===== config.mk =====
export PLATFORM = sky130hd
export DESIGN_NAME = interval_scan_ctrl_flat
export DESIGN_NICKNAME = d
export VERILOG_FILES = /design/src/rtl/interval_scan_ctrl_if.sv /design/src/rtl/interval_scan_ctrl.sv /design/src/flat_wrapper.sv
export SDC_FILE = /design/constraint.sdc
export NUM_CORES = 1
export LEC_CHECK = 0
export ABC_CLOCK_PERIOD_IN_PS = 4560
export BUFFER_PORTS_ARGS = -buffer_cell sky130_fd_sc_hd__buf_2
export CAP_MARGIN = 30
export CORE_AREA = 5 5 61 85
export CTS_CLUSTER_DIAMETER = 200
export DETAILED_ROUTE_END_ITERATION = 8
export DIE_AREA = 0 0 66 90
export PLACE_DENSITY_LB_ADDON = 0.2
export SYNTH_ARGS = -nofsm -noshare
export SYNTH_HDL_FRONTEND = slang
export SYNTH_SLANG_ARGS = --single-unit

===== constraint.sdc =====
create_clock -name clk -period 4.56 [get_ports clk]
set_clock_uncertainty 0.1 [all_clocks]
set_input_delay 0 -clock clk [delete_from_list [all_inputs] [get_ports clk]]
set_output_delay 0 -clock clk [all_outputs]
set_load 0.01 [all_outputs]

===== src/rtl/interval_scan_ctrl_if.sv =====
// Purpose : timer-side and result-side signal bundle of interval_scan_ctrl.
// Latency : n/a (wires only).
// Backpressure: none; results are single-cycle strobes with held payload.
// Ports (master = controller side):
//   tmr_reset/tmr_signal1/tmr_signal2 -> timer, tmr_out <- timer
//   res_valid/res_ch/res_val/res_timeout -> readout
interface interval_scan_ctrl_if #(
   parameter int CHW = 2,
   parameter int CW  = 8
);
   logic           tmr_reset;
   logic           tmr_signal1;
   logic           tmr_signal2;
   logic [CW-1:0]  tmr_out;
   logic           res_valid;
   logic [CHW-1:0] res_ch;
   logic [CW-1:0]  res_val;
   logic           res_timeout;

   modport master (
      output tmr_reset, tmr_signal1, tmr_signal2,
      input  tmr_out,
      output res_valid, res_ch, res_val, res_timeout
   );

   modport slave (
      input  tmr_reset, tmr_signal1, tmr_signal2,
      output tmr_out,
      input  res_valid, res_ch, res_val, res_timeout
   );
endinterface


===== src/rtl/interval_scan_ctrl.sv =====
// Purpose : round-robin sequencer sharing one interval timer across NCH start/stop channel pairs.
// Latency : start -> tmr_reset 1 cycle; stop edge -> res_valid SETTLE+1 cycles; 2 cycles between channels.
// Backpressure: none; res_valid is a one-cycle strobe, payload held until the next result.
// Ports:
//   clk, reset (async, active-low), start (sweep pulse), continuous (auto re-sweep level),
//   ch_start/ch_stop (per-channel event lines), busy (not IDLE),
//   bus (master): timer clear/routing/count and tagged result.
// Optional: define SCAN_MASK_EN to add input ch_mask[NCH] (1 = scan channel).
module interval_scan_ctrl #(
   parameter int NCH     = 4,
   parameter int CHW     = 2,
   parameter int CW      = 8,
   parameter int TOW     = 10,
   parameter int TIMEOUT = 1000,
   parameter int SETTLE  = 2
) (
   input  logic            clk,
   input  logic            reset,
   input  logic            start,
   input  logic            continuous,
   input  logic [NCH-1:0]  ch_start,
   input  logic [NCH-1:0]  ch_stop,
`ifdef SCAN_MASK_EN
   input  logic [NCH-1:0]  ch_mask,
`endif
   output logic            busy,
   interval_scan_ctrl_if.master bus
);

   typedef enum logic [2:0] {
      IDLE, CLR, ARM, RUN, WAIT, REPORT, NEXT
   } state_t;

   state_t         state_q;
   logic [CHW-1:0] sel_q;
   logic [TOW-1:0] to_cnt_q;
   logic [3:0]     settle_q;
   logic           prev_start_q;
   logic           prev_stop_q;
   logic           tmr_reset_q;
   logic           res_valid_q;
   logic [CHW-1:0] res_ch_q;
   logic [CW-1:0]  res_val_q;
   logic           res_timeout_q;
   logic           busy_q;

   logic           route_en;
   logic           sig1;
   logic           sig2;
   logic           start_edge;
   logic           stop_edge;
   logic           to_hit;

   // Channel-advance decision used in IDLE (first channel) and NEXT.
   logic [CHW-1:0] first_d;
   logic [CHW-1:0] next_d;
   logic           has_next_d;
   logic           any_en;
   logic [CHW-1:0] sel_d;
   logic           go_next_d;

   // Only the selected channel reaches the timer, and only while measuring.
   assign route_en   = (state_q == ARM) || (state_q == RUN) || (state_q == WAIT);
   assign sig1       = route_en & ch_start[sel_q];
   assign sig2       = route_en & ch_stop[sel_q];
   assign start_edge = sig1 & ~prev_start_q;
   assign stop_edge  = sig2 & ~prev_stop_q;
   // >= rather than == so a start edge taken on the very last allowed cycle
   // still ends in a timeout if RUN gets no stop edge right away.
   assign to_hit     = (to_cnt_q >= TOW'(TIMEOUT - 1));

`ifdef SCAN_MASK_EN
   always_comb begin
      first_d    = '0;
      next_d     = '0;
      has_next_d = 1'b0;
      any_en     = |ch_mask;
      // Descending scan so the lowest qualifying index is the last written.
      for (int i = NCH - 1; i >= 0; i--) begin
         if (ch_mask[i]) begin
            first_d = CHW'(i);
            if (i > int'(sel_q)) begin
               next_d     = CHW'(i);
               has_next_d = 1'b1;
            end
         end
      end
   end
`else
   assign first_d    = '0;
   assign next_d     = sel_q + 1'b1;
   assign has_next_d = (sel_q != CHW'(NCH - 1));
   assign any_en     = 1'b1;
`endif

   assign sel_d     = has_next_d ? next_d : first_d;
   assign go_next_d = has_next_d | (continuous & any_en);

   always_ff @(posedge clk or negedge reset) begin
      if (!reset) begin
         state_q       <= IDLE;
         sel_q         <= '0;
         to_cnt_q      <= '0;
         settle_q      <= '0;
         prev_start_q  <= 1'b0;
         prev_stop_q   <= 1'b0;
         tmr_reset_q   <= 1'b0;
         res_valid_q   <= 1'b0;
         res_ch_q      <= '0;
         res_val_q     <= '0;
         res_timeout_q <= 1'b0;
         busy_q        <= 1'b0;
      end else begin
         tmr_reset_q  <= 1'b0;
         res_valid_q  <= 1'b0;
         prev_start_q <= sig1;
         prev_stop_q  <= sig2;
         case (state_q)
            IDLE: begin
               if (start && any_en) begin
                  state_q     <= CLR;
                  sel_q       <= first_d;
                  tmr_reset_q <= 1'b1;
                  busy_q      <= 1'b1;
               end
            end
            CLR: begin
               // Clearing history makes a line already high at ARM entry an edge.
               state_q      <= ARM;
               to_cnt_q     <= '0;
               prev_start_q <= 1'b0;
               prev_stop_q  <= 1'b0;
            end
            ARM: begin
               to_cnt_q <= to_cnt_q + 1'b1;
               if (start_edge && stop_edge) begin
                  state_q  <= WAIT;
                  settle_q <= '0;
               end else if (start_edge) begin
                  state_q <= RUN;
               end else if (to_hit) begin
                  state_q       <= REPORT;
                  res_valid_q   <= 1'b1;
                  res_ch_q      <= sel_q;
                  res_val_q     <= '1;
                  res_timeout_q <= 1'b1;
               end
            end
            RUN: begin
               to_cnt_q <= to_cnt_q + 1'b1;
               if (stop_edge) begin
                  state_q  <= WAIT;
                  settle_q <= '0;
               end else if (to_hit) begin
                  state_q       <= REPORT;
                  res_valid_q   <= 1'b1;
                  res_ch_q      <= sel_q;
                  res_val_q     <= '1;
                  res_timeout_q <= 1'b1;
               end
            end
            WAIT: begin
               // Timer output is sampled on the last settle cycle.
               if (settle_q == 4'(SETTLE - 1)) begin
                  state_q       <= REPORT;
                  res_valid_q   <= 1'b1;
                  res_ch_q      <= sel_q;
                  res_val_q     <= bus.tmr_out;
                  res_timeout_q <= 1'b0;
               end else begin
                  settle_q <= settle_q + 1'b1;
               end
            end
            REPORT: begin
               state_q <= NEXT;
            end
            NEXT: begin
               if (go_next_d) begin
                  state_q     <= CLR;
                  sel_q       <= sel_d;
                  tmr_reset_q <= 1'b1;
               end else begin
                  state_q <= IDLE;
                  busy_q  <= 1'b0;
               end
            end
            default: begin
               state_q <= IDLE;
               busy_q  <= 1'b0;
            end
         endcase
      end
   end

   assign bus.tmr_reset   = tmr_reset_q;
   assign bus.tmr_signal1 = sig1;
   assign bus.tmr_signal2 = sig2;
   assign bus.res_valid   = res_valid_q;
   assign bus.res_ch      = res_ch_q;
   assign bus.res_val     = res_val_q;
   assign bus.res_timeout = res_timeout_q;
   assign busy            = busy_q;

endmodule


===== src/flat_wrapper.sv =====
// flat-port wrapper written by rule: the top's interface ports become plain ports
module interval_scan_ctrl_flat 
#(
   parameter int NCH     = 4,
   parameter int CHW     = 2,
   parameter int CW      = 8,
   parameter int TOW     = 10,
   parameter int TIMEOUT = 1000,
   parameter int SETTLE  = 2
)
  (clk, reset, start, continuous, ch_start, ch_stop, busy, bus_tmr_reset, bus_tmr_signal1, bus_tmr_signal2, bus_tmr_out, bus_res_valid, bus_res_ch, bus_res_val, bus_res_timeout);
  interval_scan_ctrl_if #(.CHW(CHW), .CW(CW)) bus_i ();
  input  logic clk;
  input  logic reset;
  input  logic start;
  input  logic continuous;
  input  logic [NCH-1:0] ch_start;
  input  logic [NCH-1:0] ch_stop;
  output logic busy;
  output wire logic [$bits(bus_i.tmr_reset)-1:0] bus_tmr_reset;
  output wire logic [$bits(bus_i.tmr_signal1)-1:0] bus_tmr_signal1;
  output wire logic [$bits(bus_i.tmr_signal2)-1:0] bus_tmr_signal2;
  input wire logic [$bits(bus_i.tmr_out)-1:0] bus_tmr_out;
  output wire logic [$bits(bus_i.res_valid)-1:0] bus_res_valid;
  output wire logic [$bits(bus_i.res_ch)-1:0] bus_res_ch;
  output wire logic [$bits(bus_i.res_val)-1:0] bus_res_val;
  output wire logic [$bits(bus_i.res_timeout)-1:0] bus_res_timeout;
  assign bus_tmr_reset = bus_i.tmr_reset;
  assign bus_tmr_signal1 = bus_i.tmr_signal1;
  assign bus_tmr_signal2 = bus_i.tmr_signal2;
  assign bus_i.tmr_out = bus_tmr_out;
  assign bus_res_valid = bus_i.res_valid;
  assign bus_res_ch = bus_i.res_ch;
  assign bus_res_val = bus_i.res_val;
  assign bus_res_timeout = bus_i.res_timeout;
  interval_scan_ctrl #(.NCH(NCH), .CHW(CHW), .CW(CW), .TOW(TOW), .TIMEOUT(TIMEOUT), .SETTLE(SETTLE)) u_core (.clk(clk), .reset(reset), .start(start), .continuous(continuous), .ch_start(ch_start), .ch_stop(ch_stop), .busy(busy), .bus(bus_i));
endmodule

==> results of run 1 <==
[routing by layer]
| layer | track usage, % | share of wire (%) | routed length [µm] |
|---|---|---|---|
| met5 | 0 | 0 | 0 |
| met4 | 5.254 | 1.6 | 67 |
| met3 | 3.367 | 4.7 | 199 |
| met2 | 27.11 | 53 | 2227 |
| met1 | 16.26 | 41 | 1710 |
[path summary, 6_finish.rpt]
| path | start | end | slack (ns) | cells past startpoint |
|---|---|---|---|---|
| worst min register to register | u_core.settle_q[3]$_DFFE_PN0P_ | u_core.settle_q[3]$_DFFE_PN0P_ | 0.40 | 1 |
| worst max-delay path | u_core.state_q[2]$_DFFE_PN0P_ | u_core.bus.res_ch[1]$_DFFE_PN0P_ | 2.36 | 5 |
| min in group asynchronous | reset | u_core.bus.res_val[2]$_DFFE_PN0P_ | 0.24 | 2 |
| worst min-delay path | ch_start[3] | u_core.prev_start_q$_DFF_PN0_ | 0.10 | 3 |
| max in group asynchronous | reset | u_core.state_q[0]$_DFFE_PN0P_ | 3.64 | 2 |
| worst max register to register | u_core.state_q[2]$_DFFE_PN0P_ | u_core.bus.res_ch[1]$_DFFE_PN0P_ | 2.36 | 5 |
[cells by family after synthesis]
| logic type | synth area share [%] |
|---|---|
| mux | 6.684 |
| flops | 46.33 |
| buf+inv | 3.971 |
| compound gates | 21.38 |
| xor+xnor | 0.4634 |
| fa+ha+maj | 2.647 |
| simple gates | 18.53 |
[worst register-to-register path, stage by stage, from the launching register on]
cell and delay [ns]:
sky130_fd_sc_hd__dfrtp_1 0.51, sky130_fd_sc_hd__or2b_2 0.47, sky130_fd_sc_hd__nor3_1 0.33, sky130_fd_sc_hd__a32oi_4 0.24
sky130_fd_sc_hd__nand2_4 0.15, sky130_fd_sc_hd__mux2_4 0.30
[what timing repair did]
action | 4_1_cts | 5_1_grt
endpoints found under the hold margin | 43 | 0
gates resized for setup | 0 | 0
hold buffers | 9 | 0
[cells in the final DEF, fill, tap and decap left out, types with 3 or more instances in the layout]
cell and instances:
sky130_fd_sc_hd__o31ai_1 4, sky130_fd_sc_hd__a221oi_1 4, sky130_fd_sc_hd__clkbuf_8 6, sky130_fd_sc_hd__dlygate4sd3_1 9
sky130_fd_sc_hd__o21ai_0 16, sky130_fd_sc_hd__dfrtp_1 35, sky130_fd_sc_hd__nand3_1 5, sky130_fd_sc_hd__a21oi_1 15
sky130_fd_sc_hd__nand2b_1 3, sky130_fd_sc_hd__buf_2 35, sky130_fd_sc_hd__ha_1 4, sky130_fd_sc_hd__a31oi_1 4
sky130_fd_sc_hd__nand2_1 19, sky130_fd_sc_hd__mux2i_1 6, sky130_fd_sc_hd__nor3_1 6, sky130_fd_sc_hd__nor2_1 35
sky130_fd_sc_hd__inv_1 9
[final cells by class]
class,instances,share of cell area (%)
Multi-Input combinational cell,150,41.22
Sequential cell,35,38.42
Timing Repair Buffer,44,11.64
Clock buffer,6,3.622
Tap cell,62,3.403
Inverter,9,1.482
Clock inverter,1,0.2195
[power by group through the flow]
stage	clock [µW]	combinational (µW)	sequential [µW]
finish	223	555	531
global route	247	627	548
CTS	233	564	531
detailed placement	0	559	536
global placement	0	553	534
floorplan	0	419	511
[sequential cells by signal (all words and copies together) (netlist names), 2 cells and up]
register,cells
u_core.to_cnt_q,10
u_core.bus.res_val,8
u_core.settle_q,4
u_core.state_q,3
u_core.bus.res_ch,2
u_core.sel_q,2
[stage by stage]
| step | hold slack (ns) | area [µm²] | cells | utilization, % |
|---|---|---|---|---|
| 6_report | 0.1004 | 2280 | 307 | 51.92 |
| 5_1_grt | 0.1121 | 2280 | 307 | 51.92 |
| 4_1_cts | 0.1008 | 2280 | 307 | 51.92 |
| 3_5_place_dp | 0.02883 | 2102 | 291 | 47.88 |
| 3_3_place_gp | 0.02733 | 2102 | 291 | 47.88 |
| 2_1_floorplan | -0.3956 | 1891 | 201 | - |
==> report_table.html, run 1 <==
<table>
<tr><th>Metric</th><th>Value</th></tr>
<tr><th colspan="2">Drt</th></tr>
<tr><td>Initial drt markers</td><td>45</td></tr>
<tr><td>Total number of vias</td><td>1581</td></tr>
<tr><td>Routed wire length per instance</td><td>13.69 µm</td></tr>
<tr><td>Pre-Repair DR Iteration Count</td><td>4</td></tr>
<tr><td>Ratio of routed vias to standard cells</td><td>5.150</td></tr>
<tr><td>Count of nets left with antenna violations after detail routing</td><td>0</td></tr>
<tr><td>Total wire length</td><td>4.204 mm</td></tr>
<tr><td>Count of unresolved DRC violations after routing</td><td>0</td></tr>
<tr><th colspan="2">Flow run</th></tr>
<tr><td>Number of maximum-capacitance constraint violations</td><td>0</td></tr>
<tr><th colspan="2">CTS</th></tr>
<tr><td>Clock tree from TritonCTS</td><td>done</td></tr>
<tr><td>Setup bufs post-CTS</td><td>0</td></tr>
<tr><td>Worst-path clk slew</td><td>0.07 ns</td></tr>
<tr><td>Total clock buffers created by CTS</td><td>5</td></tr>
<tr><td>Root cell of the clock tree</td><td>sky130_fd_sc_hd__clkbuf_8</td></tr>
<tr><td>Latest clock arrival within the worst-skew pair</td><td>0.28 ns</td></tr>
<tr><td>Number of H-tree levels</td><td>2</td></tr>
<tr><td>CTS max path bufs</td><td>2</td></tr>
<tr><td>Clock sinks</td><td>35</td></tr>
<tr><th colspan="2">GRT</th></tr>
<tr><td>Global-route usage over all layers</td><td>14.85%</td></tr>
<tr><td>Maximum number of pins on one net before global-route repair</td><td>36</td></tr>
<tr><td>Initial antenna violation count</td><td>0</td></tr>
<tr><td>Residual overflow from global routing</td><td>0</td></tr>
<tr><td>Global-route wire length before repair</td><td>6.927 mm</td></tr>
<tr><td>Number of global-route vias before repair</td><td>1551</td></tr>
<tr><th colspan="2">Logic synthesis</th></tr>
<tr><td>Synth top area share</td><td>46.33%</td></tr>
<tr><td>Dominant cells by area after synthesis</td><td>sky130_fd_sc_hd__dfrtp_1 (46%), sky130_fd_sc_hd__nor2_1 (6.9%), sky130_fd_sc_hd__o21ai_0 (4.2%)</td></tr>
<tr><td>Sequential cell area fraction in the yosys report</td><td>46.33%</td></tr>
<tr><td>Ranking of synthesized cells by instance count</td><td>sky130_fd_sc_hd__dfrtp_1 (35), sky130_fd_sc_hd__nor2_1 (35), sky130_fd_sc_hd__nand2_1 (19)</td></tr>
<tr><td>Synth Net Count</td><td>225</td></tr>
<tr><td>Largest area contributor in the synthesized netlist</td><td>sky130_fd_sc_hd__dfrtp_1</td></tr>
<tr><td>Gate count of the mapped netlist</td><td>201</td></tr>
<tr><td>Cell area after technology mapping</td><td>1891 µm²</td></tr>
<tr><td>Post-Syn Area per Cell</td><td>9.406 µm²</td></tr>
<tr><td>Number of enable flip-flop cells after synthesis</td><td>0</td></tr>
<tr><td>Most used flip-flop cell after synthesis</td><td>sky130_fd_sc_hd__dfrtp_1</td></tr>
<tr><td>Proportion of synthesized flip-flops having asynchronous set or reset</td><td>100.0%</td></tr>
<tr><td>Count of distinct cell types in the synthesized netlist</td><td>43</td></tr>
<tr><td>Total number of yosys warnings</td><td>0</td></tr>
<tr><td>Number of flip-flops and latches in the synthesized netlist</td><td>35</td></tr>
<tr><th colspan="2">Layout</th></tr>
<tr><td>Growth of design area from synthesis to finish</td><td>20.58%</td></tr>
<tr><td>Filler Cells Inserted</td><td>408</td></tr>
<tr><td>Area of all sequential standard cells</td><td>875.8 µm²</td></tr>
<tr><td>Number of diodes</td><td>0</td></tr>
<tr><td>Fraction of layout cells with a size suffix above 1</td><td>22.45%</td></tr>
<tr><td>Number of nets in the final layout</td><td>269</td></tr>
<tr><td>Area occupied by multi-input gates</td><td>939.7 µm²</td></tr>
<tr><th colspan="2">STA</th></tr>
<tr><td>Setup_tns</td><td>0 ns</td></tr>
<tr><td>Post-route fraction of the period consumed by the critical path</td><td>48.33%</td></tr>
<tr><td>Tightest Pin Transition</td><td>0.7729 ns</td></tr>
<tr><td>Setup repair after global routing missed its margin</td><td>no</td></tr>
<tr><td>Clock period minus final worst setup slack</td><td>2.204 ns</td></tr>
<tr><td>Count of final hold-check violations</td><td>0</td></tr>
<tr><td>Number of max-slew violations in the final report</td><td>0</td></tr>
<tr><td>Final critical-path setup slack</td><td>2.356 ns</td></tr>
<tr><td>Maximum frequency from static timing analysis</td><td>453.7 MHz</td></tr>
<tr><td>Max-slew headroom at the worst pin</td><td>48.48%</td></tr>
<tr><td>Setup-failing EPs final</td><td>0</td></tr>
<tr><th colspan="2">Setup path</th></tr>
<tr><td>Setup CP Type</td><td>reg2reg</td></tr>
<tr><td>Worst Path Required</td><td>4.63 ns</td></tr>
<tr><td>Number of buffers and inverters on the critical path</td><td>0</td></tr>
<tr><td>Worst path arrival time</td><td>2.27 ns</td></tr>
<tr><td>CP max FO</td><td>13</td></tr>
<tr><td>Kind of end point of the critical path</td><td>flip-flop</td></tr>
<tr><td>Startpoint kind of the worst setup timing path</td><td>flip-flop</td></tr>
<tr><td>Gate family responsible for the most delay along the worst path</td><td>simple AND/OR/NAND/NOR gates</td></tr>
<tr><td>Critical-path cell list</td><td>or2b_2, nor3_1, a32oi_4, nand2_4, mux2_4</td></tr>
<tr><td>Slowest Stage Delay on Critical Path</td><td>0.51 ns</td></tr>
<tr><td>CP max stage cell</td><td>sky130_fd_sc_hd__dfrtp_1</td></tr>
<tr><th colspan="2">Outcome</th></tr>
<tr><td>Result of the run</td><td>finished, final reports clean</td></tr>
<tr><th colspan="2">Placed design</th></tr>
<tr><td>Total of buffers placed on input and output ports</td><td>35</td></tr>
<tr><td>Setup slack at placement</td><td>2.399 ns</td></tr>
<tr><td>HPWL reported at the end of detailed placement</td><td>3.096 mm</td></tr>
<tr><td>Global placer's final weighted congestion</td><td>0.8203</td></tr>
<tr><th colspan="2">Pwr</th></tr>
<tr><td>Total power draw</td><td>1309 µW</td></tr>
<tr><td>Total power per unit cell area</td><td>574.1 nW/µm²</td></tr>
<tr><td>Switching power summed over all nets</td><td>532.6 µW</td></tr>
<tr><td>Part of the power in registers</td><td>40.6%</td></tr>
<tr><td>Combinational power share</td><td>42.4%</td></tr>
<tr><td>Sw frac</td><td>40.69%</td></tr>
<tr><td>Leakage power</td><td>0.001026 µW</td></tr>
<tr><td>Maximum resistive drop on vdd</td><td>0.2139 mV</td></tr>
<tr><td>Clock power share</td><td>17.0%</td></tr>
<tr><td>Internal power summed over all cells</td><td>776.2 µW</td></tr>
<tr><th colspan="2">Floorplanning</th></tr>
<tr><td>Die span in x</td><td>66 µm</td></tr>
<tr><td># IOs</td><td>36</td></tr>
<tr><td>Core Rows</td><td>29</td></tr>
<tr><td>Die area</td><td>5940 µm²</td></tr>
<tr><td>Die Ht</td><td>90 µm</td></tr>
<tr><td>Standard cell core area</td><td>4390 µm²</td></tr>
<tr><td>Starting Density</td><td>43.06%</td></tr>
<tr><th colspan="2">Hold path</th></tr>
<tr><td>Hold crit path type</td><td>in2reg</td></tr>
</table>
No activity file was read; power rests on OpenSTA's default activity.
==> inputs of run 2 (changes only) <==
--- a/config.mk
+++ b/config.mk
@@ -5,7 +5,7 @@
 export SDC_FILE = /design/constraint.sdc
 export NUM_CORES = 1
 export LEC_CHECK = 0
-export ABC_CLOCK_PERIOD_IN_PS = 4560
+export ABC_CLOCK_PERIOD_IN_PS = 2200
 export BUFFER_PORTS_ARGS = -buffer_cell sky130_fd_sc_hd__buf_2
 export CAP_MARGIN = 30
 export CORE_AREA = 5 5 61 85
==> constraint.sdc (replaced) <==
create_clock -name clk -period 2.2 [get_ports clk]
set_clock_uncertainty 0.1 [all_clocks]
set_input_delay 0 -clock clk [delete_from_list [all_inputs] [get_ports clk]]
set_output_delay 0 -clock clk [all_outputs]
set_load 0.01 [all_outputs]
==> run 2 against run 1 <==
Maximum frequency increased by 12%. Worst hold slack better by 0.0082 ns. Setup slack got worse by 2.1 ns. Final area up 3.3%. Die area unchanged. Utilization is 1.7 points higher. First-iteration DRC count is 31% higher. Clock-buffer cell count did not move. Non-clock buffer count up 10. Sequential power increased by 100%. Sequential share of layout area shrank 1.2 points.
==> report_table.html, run 2 (synthesis results as in run 1) <==
<table>
<tr><th>Metric</th><th>Value</th></tr>
<tr><th colspan="2">STA</th></tr>
<tr><td>Tightest Pin Transition</td><td>0.7881 ns (+0.01520 ns)</td></tr>
<tr><td>Setup_tns</td><td>0 ns (unchanged)</td></tr>
<tr><td>Setup repair after global routing missed its margin</td><td>no</td></tr>
<tr><td>Count of final hold-check violations</td><td>0 (unchanged)</td></tr>
<tr><td>Post-route fraction of the period consumed by the critical path</td><td>89.20% (+41 points)</td></tr>
<tr><td>Setup-failing EPs final</td><td>0 (unchanged)</td></tr>
<tr><td>Number of max-slew violations in the final report</td><td>0 (unchanged)</td></tr>
<tr><td>Maximum frequency from static timing analysis</td><td>509.6 MHz (+12%)</td></tr>
<tr><td>Max-slew headroom at the worst pin</td><td>47.46% (-1.0 points)</td></tr>
<tr><td>Final critical-path setup slack</td><td>0.2376 ns (-2.118 ns)</td></tr>
<tr><td>Clock period minus final worst setup slack</td><td>1.962 ns (-0.2417 ns)</td></tr>
<tr><th colspan="2">GRT</th></tr>
<tr><td>Residual overflow from global routing</td><td>0 (unchanged)</td></tr>
<tr><td>Maximum number of pins on one net before global-route repair</td><td>36 (unchanged)</td></tr>
<tr><td>Initial antenna violation count</td><td>0 (unchanged)</td></tr>
<tr><td>Global-route wire length before repair</td><td>7.293 mm (+5.3%)</td></tr>
<tr><td>Number of global-route vias before repair</td><td>1600 (+3.2%)</td></tr>
<tr><td>Global-route usage over all layers</td><td>15.78% (+0.92 points)</td></tr>
<tr><th colspan="2">Hold path</th></tr>
<tr><td>Hold crit path type</td><td>in2reg</td></tr>
<tr><th colspan="2">Drt</th></tr>
<tr><td>Count of nets left with antenna violations after detail routing</td><td>0 (unchanged)</td></tr>
<tr><td>Total wire length</td><td>4.391 mm (+4.4%)</td></tr>
<tr><td>Total number of vias</td><td>1635 (+3.4%)</td></tr>
<tr><td>Initial drt markers</td><td>59 (+31%)</td></tr>
<tr><td>Count of unresolved DRC violations after routing</td><td>0 (unchanged)</td></tr>
<tr><td>Routed wire length per instance</td><td>13.85 µm (+1.2%)</td></tr>
<tr><td>Pre-Repair DR Iteration Count</td><td>4 (unchanged)</td></tr>
<tr><td>Ratio of routed vias to standard cells</td><td>5.158 (+0.15%)</td></tr>
<tr><th colspan="2">Floorplanning</th></tr>
<tr><td>Die Ht</td><td>90 µm (unchanged)</td></tr>
<tr><td>Standard cell core area</td><td>4390 µm² (unchanged)</td></tr>
<tr><td>Die span in x</td><td>66 µm (unchanged)</td></tr>
<tr><td>Die area</td><td>5940 µm² (unchanged)</td></tr>
<tr><td># IOs</td><td>36 (unchanged)</td></tr>
<tr><td>Starting Density</td><td>43.06% (unchanged)</td></tr>
<tr><td>Core Rows</td><td>29 (unchanged)</td></tr>
<tr><th colspan="2">Layout</th></tr>
<tr><td>Growth of design area from synthesis to finish</td><td>24.55%</td></tr>
<tr><td>Number of nets in the final layout</td><td>279 (+3.7%)</td></tr>
<tr><td>Number of diodes</td><td>0 (unchanged)</td></tr>
<tr><td>Flip-flop count of the largest register after layout</td><td>10 (unchanged)</td></tr>
<tr><td>Area occupied by multi-input gates</td><td>939.7 µm² (unchanged)</td></tr>
<tr><td>Area of all sequential standard cells</td><td>875.8 µm² (unchanged)</td></tr>
<tr><td>Filler Cells Inserted</td><td>384 (-5.9%)</td></tr>
<tr><td>Core Util, Final</td><td>53.63% (+1.7 points)</td></tr>
<tr><td>Largest reg by FF count</td><td>u_core.to_cnt_q</td></tr>
<tr><td>Commonest cells after routing, fill and taps aside</td><td>sky130_fd_sc_hd__nor2_1 (35), sky130_fd_sc_hd__buf_2 (35), sky130_fd_sc_hd__dfrtp_1 (35)</td></tr>
<tr><td>Fraction of layout cells with a size suffix above 1</td><td>25.49% (+3.0 points)</td></tr>
<tr><th colspan="2">Setup path</th></tr>
<tr><td>Startpoint kind of the worst setup timing path</td><td>flip-flop</td></tr>
<tr><td>Kind of end point of the critical path</td><td>flip-flop</td></tr>
<tr><td>Worst Path Required</td><td>2.28 ns (-2.35 ns)</td></tr>
<tr><td>Slowest Stage Delay on Critical Path</td><td>0.46 ns (-0.05 ns)</td></tr>
<tr><td>CP max FO</td><td>5 (-8)</td></tr>
<tr><td>Critical-path cell list</td><td>ha_1, a211oi_2, nor4_1, a32oi_4, nand2_4, mux2_4</td></tr>
<tr><td>CP max stage cell</td><td>sky130_fd_sc_hd__nor4_1</td></tr>
<tr><td>Setup CP Type</td><td>reg2reg</td></tr>
<tr><td>Worst path arrival time</td><td>2.04 ns (-0.23 ns)</td></tr>
<tr><th colspan="2">Flow run</th></tr>
<tr><td>Number of maximum-capacitance constraint violations</td><td>0 (unchanged)</td></tr>
<tr><th colspan="2">Placed design</th></tr>
<tr><td>Setup slack at placement</td><td>0.2375 ns (-2.162 ns)</td></tr>
<tr><td>Global placer's final weighted congestion</td><td>0.7993 (-2.6%)</td></tr>
<tr><td>Total of buffers placed on input and output ports</td><td>35 (unchanged)</td></tr>
<tr><td>HPWL reported at the end of detailed placement</td><td>3.201 mm (+3.4%)</td></tr>
<tr><th colspan="2">Pwr</th></tr>
<tr><td>Total power per unit cell area</td><td>1196 nW/µm² (+110%)</td></tr>
<tr><td>Leakage power</td><td>0.001073 µW (+4.6%)</td></tr>
<tr><td>Maximum resistive drop on vdd</td><td>0.4415 mV (+110%)</td></tr>
<tr><th colspan="2">CTS</th></tr>
<tr><td>CTS max path bufs</td><td>2 (unchanged)</td></tr>
<tr><td>Clock sinks</td><td>35 (unchanged)</td></tr>
<tr><td>Clock tree from TritonCTS</td><td>done</td></tr>
<tr><td>Total of cells resized after clock tree synthesis</td><td>0 (unchanged)</td></tr>
<tr><td>Root cell of the clock tree</td><td>sky130_fd_sc_hd__clkbuf_8</td></tr>
<tr><td>Worst-path clk slew</td><td>0.07 ns (about the same)</td></tr>
<tr><td>Total clock buffers created by CTS</td><td>5 (unchanged)</td></tr>
<tr><td>Number of H-tree levels</td><td>2 (unchanged)</td></tr>
<tr><td>Latest clock arrival within the worst-skew pair</td><td>0.29 ns (about the same)</td></tr>
<tr><th colspan="2">Outcome</th></tr>
<tr><td>Result of the run</td><td>finished, final reports clean</td></tr>
</table>
run 2: changes by cell type in the layout (fill, tap and decap cells not counted), sizes merged:
cell and change:
buf +10
run 2: cell type report:
| class | instances | share of cell area, % |
|---|---|---|
| Tap cell | 62 | 3.294 |
| Clock inverter | 1 | 0.2125 |
| Multi-Input combinational cell | 150 | 39.90 |
| Inverter | 9 | 1.435 |
| Clock buffer | 6 | 3.507 |
| Sequential cell | 35 | 37.19 |
| Timing Repair Buffer | 54 | 14.45 |
run 2: per-layer routing:
metal  GRT usage, %  wire length (µm)  vias up
met2          28.62              2318       49
met5              0                 0        -
met4          6.271                63        0
met1          16.77              1738      762
met3          4.115               270        7
li1               -                 -      817
run 2: worst max-delay path, delay by kind of cell (launching register included):
kind | cells | cell delay (ns)
compound gates | 2 | 0.23
fa+ha+maj | 1 | 0.26
flops | 1 | 0.38
mux | 1 | 0.29
simple gates | 2 | 0.58
run 2: worst paths after layout:
check | start | to | slack (ns) | cells after the start
max reg2reg | u_core.to_cnt_q[0]$_DFFE_PN0P_ | u_core.bus.res_ch[1]$_DFFE_PN0P_ | 0.24 | 6
max | u_core.to_cnt_q[0]$_DFFE_PN0P_ | u_core.bus.res_ch[1]$_DFFE_PN0P_ | 0.24 | 6
min in group asynchronous | reset | u_core.settle_q[3]$_DFFE_PN0P_ | 0.23 | 2
min | ch_start[3] | u_core.prev_start_q$_DFF_PN0_ | 0.11 | 3
min reg2reg | u_core.bus.res_timeout$_DFFE_PN0P_ | u_core.bus.res_timeout$_DFFE_PN0P_ | 0.41 | 2
max in group asynchronous | reset | u_core.state_q[2]$_DFFE_PN0P_ | 1.27 | 2
run 2: timing repair:
item,4_1_cts,5_1_grt
endpoints found under the hold margin,43,0
buffers inserted,0,0
hold buffers,9,0
run 2: through the flow:
stage,area (µm²),total power (µW),hold slack (ns),cells
finish,2355,2817,0.1086,317
global route,2355,3044,0.1184,317
CTS,2355,2845,0.1023,317
detailed placement,2177,2352,0.03805,301
global placement,2177,2336,0.02759,301
floorplan,1891,1928,-0.3956,201
run 2: where the power goes:
| group | total, µW | leakage, µW | internal (µW) | switching, µW |
|---|---|---|---|---|
| combinational | 1270 | 0.000581 | 576 | 696 |
| sequential | 1070 | 0.000445 | 867 | 205 |
| clock | 473 | 0.0000470 | 245 | 228 |
